--- src/rtl/fake_tdc_gen.sv ---
// -----------------------------------------------------------------------------
// fake_tdc_gen
//
// Synthetic TDC event source used for bring-up without the real TDC front end.
// One data word is generated every programmable period. Successive words cycle
// through the emulated channels in round-robin order. Each word is offered to
// the FIFO writer with wr_en. Events that arrive while the previous word is
// still unacknowledged are dropped and reported.
//
// Handshake: wr_en is a level "valid". Once it rises it stays high, and data
// and channel stay stable, until f_FIFO_writing_done is sampled high on a
// rising edge. done acts as a one-cycle "ready/accept" for the current word.
// done sampled while wr_en is low has no effect. If a new tick coincides with
// done, the old word is accepted and the new word is loaded in the same cycle,
// so wr_en stays high.
//
// Optional build macro:
//   FAKE_TDC_JITTER_EN - adds 0..15 pseudo-random extra cycles to every period,
//                        driven by a 16-bit Fibonacci LFSR (taps 16,14,13,11).
//
// Parameters:
//   CHANNELS   - number of emulated channels (1..256)
//   DATA_WIDTH - output word width; must exceed CH_W
//   CNT_WIDTH  - width of the period counter and of the period input
//
// Ports:
//   clk                 in   clock, all logic on rising edge
//   rst                 in   synchronous active-high reset
//   enable              in   run/stop event generation
//   period              in   event period in clocks (0 behaves as 1)
//   f_FIFO_writing_done in   one-cycle acknowledge of the current word
//   wr_en               out  word valid, held until acknowledged
//   data                out  {channel index, sequence count}
//   channel             out  channel index of the current word
//   overrun             out  sticky: an event was dropped
//   drop_cnt            out  number of dropped events, saturating
// -----------------------------------------------------------------------------
module fake_tdc_gen #(
  parameter int CHANNELS   = 4,
  parameter int DATA_WIDTH = 24,
  parameter int CNT_WIDTH  = 30,
  localparam int CH_W      = (CHANNELS > 1) ? $clog2(CHANNELS) : 1
) (
  input  logic                  clk,
  input  logic                  rst,
  input  logic                  enable,
  input  logic [CNT_WIDTH-1:0]  period,
  input  logic                  f_FIFO_writing_done,
  output logic                  wr_en,
  output logic [DATA_WIDTH-1:0] data,
  output logic [CH_W-1:0]       channel,
  output logic                  overrun,
  output logic [15:0]           drop_cnt
);

  localparam int SEQ_W = DATA_WIDTH - CH_W;
  // One spare bit lets the jittered threshold exceed the period range
  // without wrapping.
  localparam int CW = CNT_WIDTH + 1;
  localparam logic [CH_W-1:0] LAST_CH = CH_W'(CHANNELS - 1);

  typedef enum logic [1:0] {
    IDLE  = 2'd0,
    COUNT = 2'd1,
    HOLD  = 2'd2
  } state_t;

  state_t              state;
  logic [CW-1:0]       cnt;
  logic [CW-1:0]       thresh;
  logic [CNT_WIDTH-1:0] peff_m1;
  logic [CH_W-1:0]     ptr;
  logic [SEQ_W-1:0]    seq;
  logic                tick;
  logic                done;

  assign done = f_FIFO_writing_done;

`ifdef FAKE_TDC_JITTER_EN
  logic [15:0] lfsr;
  logic        lfsr_fb;

  assign lfsr_fb = lfsr[15] ^ lfsr[13] ^ lfsr[12] ^ lfsr[10];

  // The LFSR steps once per tick, including ticks whose event is dropped.
  always_ff @(posedge clk) begin
    if (rst) begin
      lfsr <= 16'hACE1;
    end else if (tick) begin
      lfsr <= {lfsr[14:0], lfsr_fb};
    end
  end
`endif

  // A zero period behaves as a period of one.
  always_comb begin
    peff_m1 = '0;
    if (period != '0) begin
      peff_m1 = period - 1'b1;
    end
  end

`ifdef FAKE_TDC_JITTER_EN
  assign thresh = {1'b0, peff_m1} + CW'(lfsr[3:0]);
`else
  assign thresh = {1'b0, peff_m1};
`endif

  // ">=" rather than "==": if period shrinks below the running count,
  // the next tick fires at once instead of waiting for a counter wrap.
  // The counter also runs in IDLE. Because of that, the first word
  // appears exactly Peff edges after enable is first sampled high.
  assign tick = enable && (cnt >= thresh);

  always_ff @(posedge clk) begin
    if (rst) begin
      state    <= IDLE;
      cnt      <= '0;
      ptr      <= '0;
      seq      <= '0;
      wr_en    <= 1'b0;
      data     <= '0;
      channel  <= '0;
      overrun  <= 1'b0;
      drop_cnt <= '0;
    end else begin
      // Period counter: cleared when stopped or on a tick, else runs.
      if (!enable || tick) begin
        cnt <= '0;
      end else begin
        cnt <= cnt + 1'b1;
      end

      // A word is loaded on every tick unless a pending word blocks it.
      if (tick && (state != HOLD || done)) begin
        wr_en   <= 1'b1;
        data    <= {ptr, seq};
        channel <= ptr;
        ptr     <= (ptr == LAST_CH) ? '0 : ptr + 1'b1;
        seq     <= seq + 1'b1;
      end

      case (state)
        IDLE: begin
          if (enable) begin
            state <= tick ? HOLD : COUNT;
          end
        end
        COUNT: begin
          if (!enable) begin
            state <= IDLE;
          end else if (tick) begin
            state <= HOLD;
          end
        end
        HOLD: begin
          if (tick && !done) begin
            // Writer still busy: drop the event, keep the pending word.
            overrun <= 1'b1;
            if (drop_cnt != 16'hFFFF) begin
              drop_cnt <= drop_cnt + 1'b1;
            end
          end else if (!tick && done) begin
            wr_en <= 1'b0;
            state <= enable ? COUNT : IDLE;
          end
        end
        default: begin
          state <= IDLE;
          wr_en <= 1'b0;
        end
      endcase
    end
  end

endmodule

--- config.mk ---
export PLATFORM = sky130hd
export DESIGN_NAME = fake_tdc_gen
export DESIGN_NICKNAME = d
export VERILOG_FILES = /design/src/rtl/fake_tdc_gen.sv
export SDC_FILE = /design/constraint.sdc
export NUM_CORES = 1
export LEC_CHECK = 0
export ABC_AREA = 0
export BUFFER_PORTS_ARGS = -buffer_cell sky130_fd_sc_hd__clkbuf_2
export CAP_MARGIN = 20
export CORE_MARGIN = 3
export CORE_UTILIZATION = 25
export DETAILED_ROUTE_END_ITERATION = 16
export GPL_TIMING_DRIVEN = 1
export SLEW_MARGIN = 5
export SYNTH_ARGS = -nofsm -noshare
export SYNTH_HDL_FRONTEND = slang
export SYNTH_SLANG_ARGS = --single-unit
--- constraint.sdc ---
create_clock -name clk -period 7.71 [get_ports clk]
set_clock_uncertainty 0.2 [all_clocks]
set_input_delay 0.771 -clock clk [delete_from_list [all_inputs] [get_ports clk]]
set_output_delay 0.771 -clock clk [all_outputs]
set_load 0.005 [all_outputs]
==> out/results.ini, run 1 <==
[logic_synthesis]
syn_inst=683
ys_ff_latch=99
synth_top_area_cell=dfxtp_1
syn_nets=752
synthArstFlopShare_pct=0
syn_area_per_cell_um2=8.14
synth_cell_type_count=52
synth-edff-count=0
ys_top_cells_by_area=dfxtp_1 (36%), ha_1 (7.9%), xnor2_1 (7.9%)
ys_seq_area_share_pct=35.6
synth_top_area_share_pct=35.6
ys_warn_count=0
synth_area_um2=5560
synth_ff_type=dfxtp_1

[timing]
finalHoldViolCount=0
worst_slew_pin_slew_ns=0.752
fmax_mhz=176
relSlewSlack_pct=49.9
report.final.slew_viol_count=0
setup_violations=0
final.setup.worst_slack_ns=2.02
period_share_pct=73.8
layout_min_cycle_time_ns=5.69
tns_ns=0
rsz0062_at_grt=false

[routing]
ant_nets=0
wl_um=12200
vias=4640
post-route-drc-count=0
drtIter0Drc=186
dr.pass1.iters=4
viasPerCell=4.51
post_drt_wl_per_cell_um=11.9

[floorplanning]
initial_utilization_pct=26.0
fp-row-count=53
die_width_um=155
io_pins=78
dieArea_um2=24100
dieHeight_um=155
core_area_um2=21400

[placement]
hpwlAfterDp_um=8910
place_area_um2=6170
gp_congestion=0.783
post-place-ws_ns=1.49
portBuffers=77

[grt]
antenna_found_initial=0
grt_pass1_wl_um=21300
grt_usage_pct=10.6
grt_pass1_vias=4454
grt_max_degree=71
grt_remaining_overflow=0

[clock_tree]
htreeDepth=3
cts_buffers=9
clockBufferDepth=2
clk_pin_slew_worst_paths_ns=0.08
holdBufCountCts=0
cts_tree=yes
clock_sinks=99
cts_setup_buffers=0
clk_latency_ns=0.35
cts_root_buf=clkbuf_16
cts-resized-gates=0

[power_and_ir_drop]
clock_power_share_pct=44.7
power_frac_seq_pct=50.1
internal_power_uw=762
p_leak_nw=2.46
pwr_density_cell_nw_per_um2=157
ir_worst_vdd_v=0.0000925
switching_share_pct=25.6
p_comb_share_pct=5.2
p_sw_uw=262

[finish]
design_area_um2=6510
fill_cells=2309
multi_input_area_um2=3390
antenna_cells=0
seq_area_um2=1980
layout-drive-gt1-share_pct=16.2
nets=817
syn_to_final_growth_pct=17.0
utilization_pct=30.4

[setup_path]
cp_data_required_time_ns=7.73
end_kind=register
cp.arrival_ns=5.70
path_max_fanout=37
worstSetupStartpointType=input port
critPathKind=in -> reg

[run]
drv_cap=0

[outcome]
run_status=finished, final reports clean

[min_path]
holdCritPathClass=reg -> reg

[per-layer routing]
metal / up-vias / routed length [um] / global-route usage (%)
met3: 9 / 407 / 2.20
met4: 0 / 122 / 3.50
met2: 66 / 5390 / 16.5
li1: 2467 / - / -
met1: 2098 / 6320 / 14.6
met5: - / 0 / 0
[sequential cells by signal (all words and copies together), names as in the netlist]
register	count
wr_en	1
drop_cnt	16
ptr	2
cnt	31
seq	22
data	24
overrun	1
state	2
[power groups by stage]
stage	clock (mW)	sequential [mW]	combinational, mW
2_1_floorplan	0	0.524	0.0306
3_3_place_gp	0	0.524	0.0518
3_5_place_dp	0	0.525	0.0523
4_1_cts	0.480	0.512	0.0524
5_1_grt	0.495	0.513	0.0614
6_report	0.458	0.512	0.0533
[metrics by stage]
stage                     hold slack, ns  instances  total power [mW]
after floorplan                    0.237        683             0.555
after global placement             0.243       1010             0.576
after detailed placement           0.248       1010             0.577
after CTS                          0.260       1026              1.04
after global routing               0.276       1028              1.07
final                              0.255       1028              1.02
[path summary, 6_finish.rpt]
path / startpoint / to / slack [ns] / cells past startpoint
hold reg to reg: data[4] / data[4] / 0.25 / 2
setup / recovery: period[3] / seq[0] / 2.02 / 17
hold / removal: data[4] / data[4] / 0.25 / 2
setup reg to reg: cnt[0] / seq[0] / 4.08 / 12
[logic make-up (layout without fill, tap and decap cells)]
| family | Yosys count | in the layout | share of synthesized area [%] |
|---|---|---|---|
| buf+inv | 41 | 111 | 3.76 |
| flops | 99 | 99 | 35.6 |
| mux | 5 | 5 | 0.922 |
| simple gates | 347 | 347 | 31.2 |
| compound gates | 77 | 77 | 8.21 |
| xor+xnor | 79 | 79 | 12.4 |
| fa+ha+maj | 35 | 35 | 7.87 |
[synth_stat cells (7+ instances only)]
cell	count
nand2_1	112
dfxtp_1	99
nor2_1	90
xnor2_1	50
a21oi_1	44
ha_1	35
xor2_1	29
nor3_1	27
nand3_1	26
and3_1	14
o21ai_0	13
inv_1	12
clkbuf_1	11
or3_1	11
nand2b_1	10
nand4_1	10
nor4_1	9
nor4_2	8
buf_2	7
[placed cells by master (no fill, tap or decap), drive strengths merged, types with 20 or more instances in the layout]
cell	instances
nor3	28
xor2	29
nand3	27
clkbuf	86
nor2	92
nor4	20
ha	35
a21oi	44
nand2	112
xnor2	50
dfxtp	99
[worst max-delay path: stages]
cell and delay, ns:
clkbuf_2 0.12, or4_1 0.60, or3_1 0.47, nor2_4 0.20, and2_1 0.23, nand3_2 0.39
nand2_1 0.20, ha_1 0.17, nand4_1 0.10, o311a_1 0.38, o41ai_2 0.60, a31oi_4 0.16
buf_4 0.30, nor2_2 0.50, buf_4 0.31, xnor2_1 0.14, nor2_1 0.05
[area by class of cell]
type	instances	share of cell area [%]
Inverter	12	0.692
Multi-Input combinational cell	543	52.0
Clock inverter	7	1.08
Clock buffer	9	3.46
Sequential cell	99	30.4
Tap cell	275	5.28
Timing Repair Buffer	83	7.03
Power figures use the tool's default switching activity.
==> inputs of run 2 (changes only) <==
==> constraint.sdc (replaced) <==
create_clock -name clk -period 5.9 [get_ports clk]
set_clock_uncertainty 0.2 [all_clocks]
set_input_delay 0.59 -clock clk [delete_from_list [all_inputs] [get_ports clk]]
set_output_delay 0.59 -clock clk [all_outputs]
set_load 0.005 [all_outputs]
==> out/results.ini, run 2 (synthesis gave the netlist of run 1 again) <==
[setup_path]
cpMostUsedCell=nand2_1  ; was buf_4
slowest_delay_ns=0.60  ; about the same
end_kind=register  ; unchanged
cp_data_required_time_ns=5.94  ; was 7.73 ns
crit_slowest_cell=or4_1  ; unchanged
critPathKind=in -> reg  ; unchanged
worstSetupStartpointType=input port  ; unchanged
cp.arrival_ns=5.16  ; was 5.70 ns
path_max_fanout=36  ; was 37
reg2reg_slack_ns=2.74  ; was 4.08 ns
path_buf_inv=3  ; unchanged
critical_path.cell_chain=clkbuf_2, or4_1, or3_1, nor2_4, and2_1, nand3_2, buf_4, nand2_1, ha_1, nand2_1, o21ai_0, a2111oi_0, a31oi_1, a31oi_4, buf_12, nor2_1, nand4_1, mux2_1  ; was clkbuf_2, or4_1, or3_1, nor2_4, and2_1, nand3_2, nand2_1, ha_1, nand4_1, o311a_1, o41ai_2, a31oi_4, buf_4, nor2_2, buf_4, xnor2_1, nor2_1
critPathTopFamily=simple AND/OR/NAND/NOR gates  ; unchanged

[clock_tree]
clock_sinks=99  ; unchanged
cts_buffers=9  ; unchanged
cts_root_buf=clkbuf_16  ; unchanged
holdBufCountCts=0  ; unchanged
clk_latency_ns=0.35  ; about the same
clockBufferDepth=2  ; unchanged
cts_tree=yes  ; unchanged
cts_setup_buffers=0  ; unchanged
clk_pin_slew_worst_paths_ns=0.07  ; was 0.08 ns
htreeDepth=3  ; unchanged
cts-resized-gates=0  ; unchanged

[finish]
syn_to_final_growth_pct=17.8  ; was 17.0%
regMostFlops=cnt  ; unchanged
mostFrequentLayoutCell=nand2_1  ; unchanged
fill_cells=2291  ; was 2309
fin_cells=1030  ; was 1028
antenna_cells=0  ; unchanged
nets=819  ; was 817
reg_top3=cnt: 31 flops, data: 24 flops, seq: 22 flops  ; unchanged
largest_reg_flops=31  ; unchanged
final_cell_mix=nand2_1 (112), dfxtp_1 (99), nor2_1 (90)  ; unchanged
utilization_pct=30.6  ; was 30.4%
layout-drive-gt1-share_pct=16.3  ; was 16.2%

[floorplanning]
fp-row-count=53  ; unchanged
io_pins=78  ; unchanged
core_area_um2=21400  ; unchanged
dieArea_um2=24100  ; unchanged
die_width_um=155  ; unchanged
dieHeight_um=155  ; unchanged
initial_utilization_pct=26.0  ; unchanged

[grt]
grt_pass1_vias=4484  ; was 4454
grt_max_degree=71  ; unchanged
grt_remaining_overflow=0  ; unchanged
grt_pass1_wl_um=21100  ; was 21300 um
antenna_found_initial=0  ; unchanged
grt_usage_pct=10.5  ; was 10.6%

[routing]
wl_um=12500  ; was 12200 um
vias=4694  ; was 4640
post_drt_wl_per_cell_um=12.1  ; was 11.9 um
post-route-drc-count=0  ; unchanged
viasPerCell=4.56  ; was 4.51
ant_nets=0  ; unchanged
dr.pass1.iters=4  ; unchanged
drtIter0Drc=164  ; was 186

[placement]
portBuffers=77  ; unchanged
gp_congestion=0.781  ; was 0.783
hpwlAfterDp_um=9310  ; was 8910 um
dp.cells=1013  ; was 1010

[timing]
finalHoldViolCount=0  ; unchanged
period_share_pct=86.9
fmax_mhz=195
layout_min_cycle_time_ns=5.13
relSlewSlack_pct=50.3  ; was 49.9%
rsz0062_at_grt=false  ; unchanged
report.final.slew_viol_count=0  ; unchanged
tns_ns=0  ; unchanged
setup_violations=0  ; unchanged
worst_slew_pin_slew_ns=0.745  ; was 0.752 ns

[power_and_ir_drop]
pwr_density_cell_nw_per_um2=208  ; was 157 nW/um2
ir_worst_vdd_v=0.000106  ; was 0.0000925 V
p_leak_nw=2.49  ; was 2.46 nW
power_mw=1.36  ; was 1.02 mW

[min_path]
holdCritPathClass=reg -> reg  ; unchanged

[outcome]
run_status=finished, final reports clean  ; unchanged

[run]
drv_cap=0  ; unchanged

## run 2: cell type report
| class | count | area [um2] | area share, % |
|---|---|---|---|
| clock buffer | 10 | 229 | 3.50 |
| clock inverter | 6 | 78.8 | 1.20 |
| timing repair buffer | 85 | 485 | 7.41 |
| inverter | 12 | 45.0 | 0.688 |
| tap | 275 | 344 | 5.25 |
| sequential | 99 | 1980 | 30.3 |
| multi-input combinational | 543 | 3390 | 51.7 |
## run 2: worst reg2reg max path, delay by kind of cell, from the launching register on
kind / cells / cell delay (ns)
buffers and inverters: 2 / 0.28
flip-flops: 1 / 0.40
adder cells (fa/ha/maj): 1 / 0.26
AO/OA/AOI/OAI: 6 / 1.43
AND/OR/NAND/NOR: 2 / 0.48
## run 2: worst paths after layout
path / start / to / cells past startpoint
max: period[3] / drop_cnt[13] / 18
min reg2reg: data[11] / data[11] / 2
min: data[11] / data[11] / 2
max reg2reg: cnt[0] / drop_cnt[6] / 11
## run 2: report_power, final
group | internal [mW] | switching, mW
registers | 0.668 | 0.00112
logic | 0.0284 | 0.0428
clock network | 0.339 | 0.279
total | 1.04 | 0.323
## run 2: through the flow
stage / hold slack, ns / setup slack, ns / area (um2)
after CTS: 0.259 / 0.731 / 6520
after detailed placement: 0.248 / 0.367 / 6220
final: 0.254 / 0.773 / 6550
after floorplan: 0.237 / 1.29 / 5560
after global placement: 0.246 / 0.282 / 6200
after global routing: 0.271 / 0.364 / 6550
## run 2: per-layer routing
metal / vias to the layer above / share of wire, % / track usage [%]
li1: 2476 / - / -
met4: 0 / 1.5 / 3.75
met1: 2142 / 50 / 13.6
met3: 12 / 3.4 / 2.34
met2: 64 / 45 / 17.1
met5: - / 0 / 0
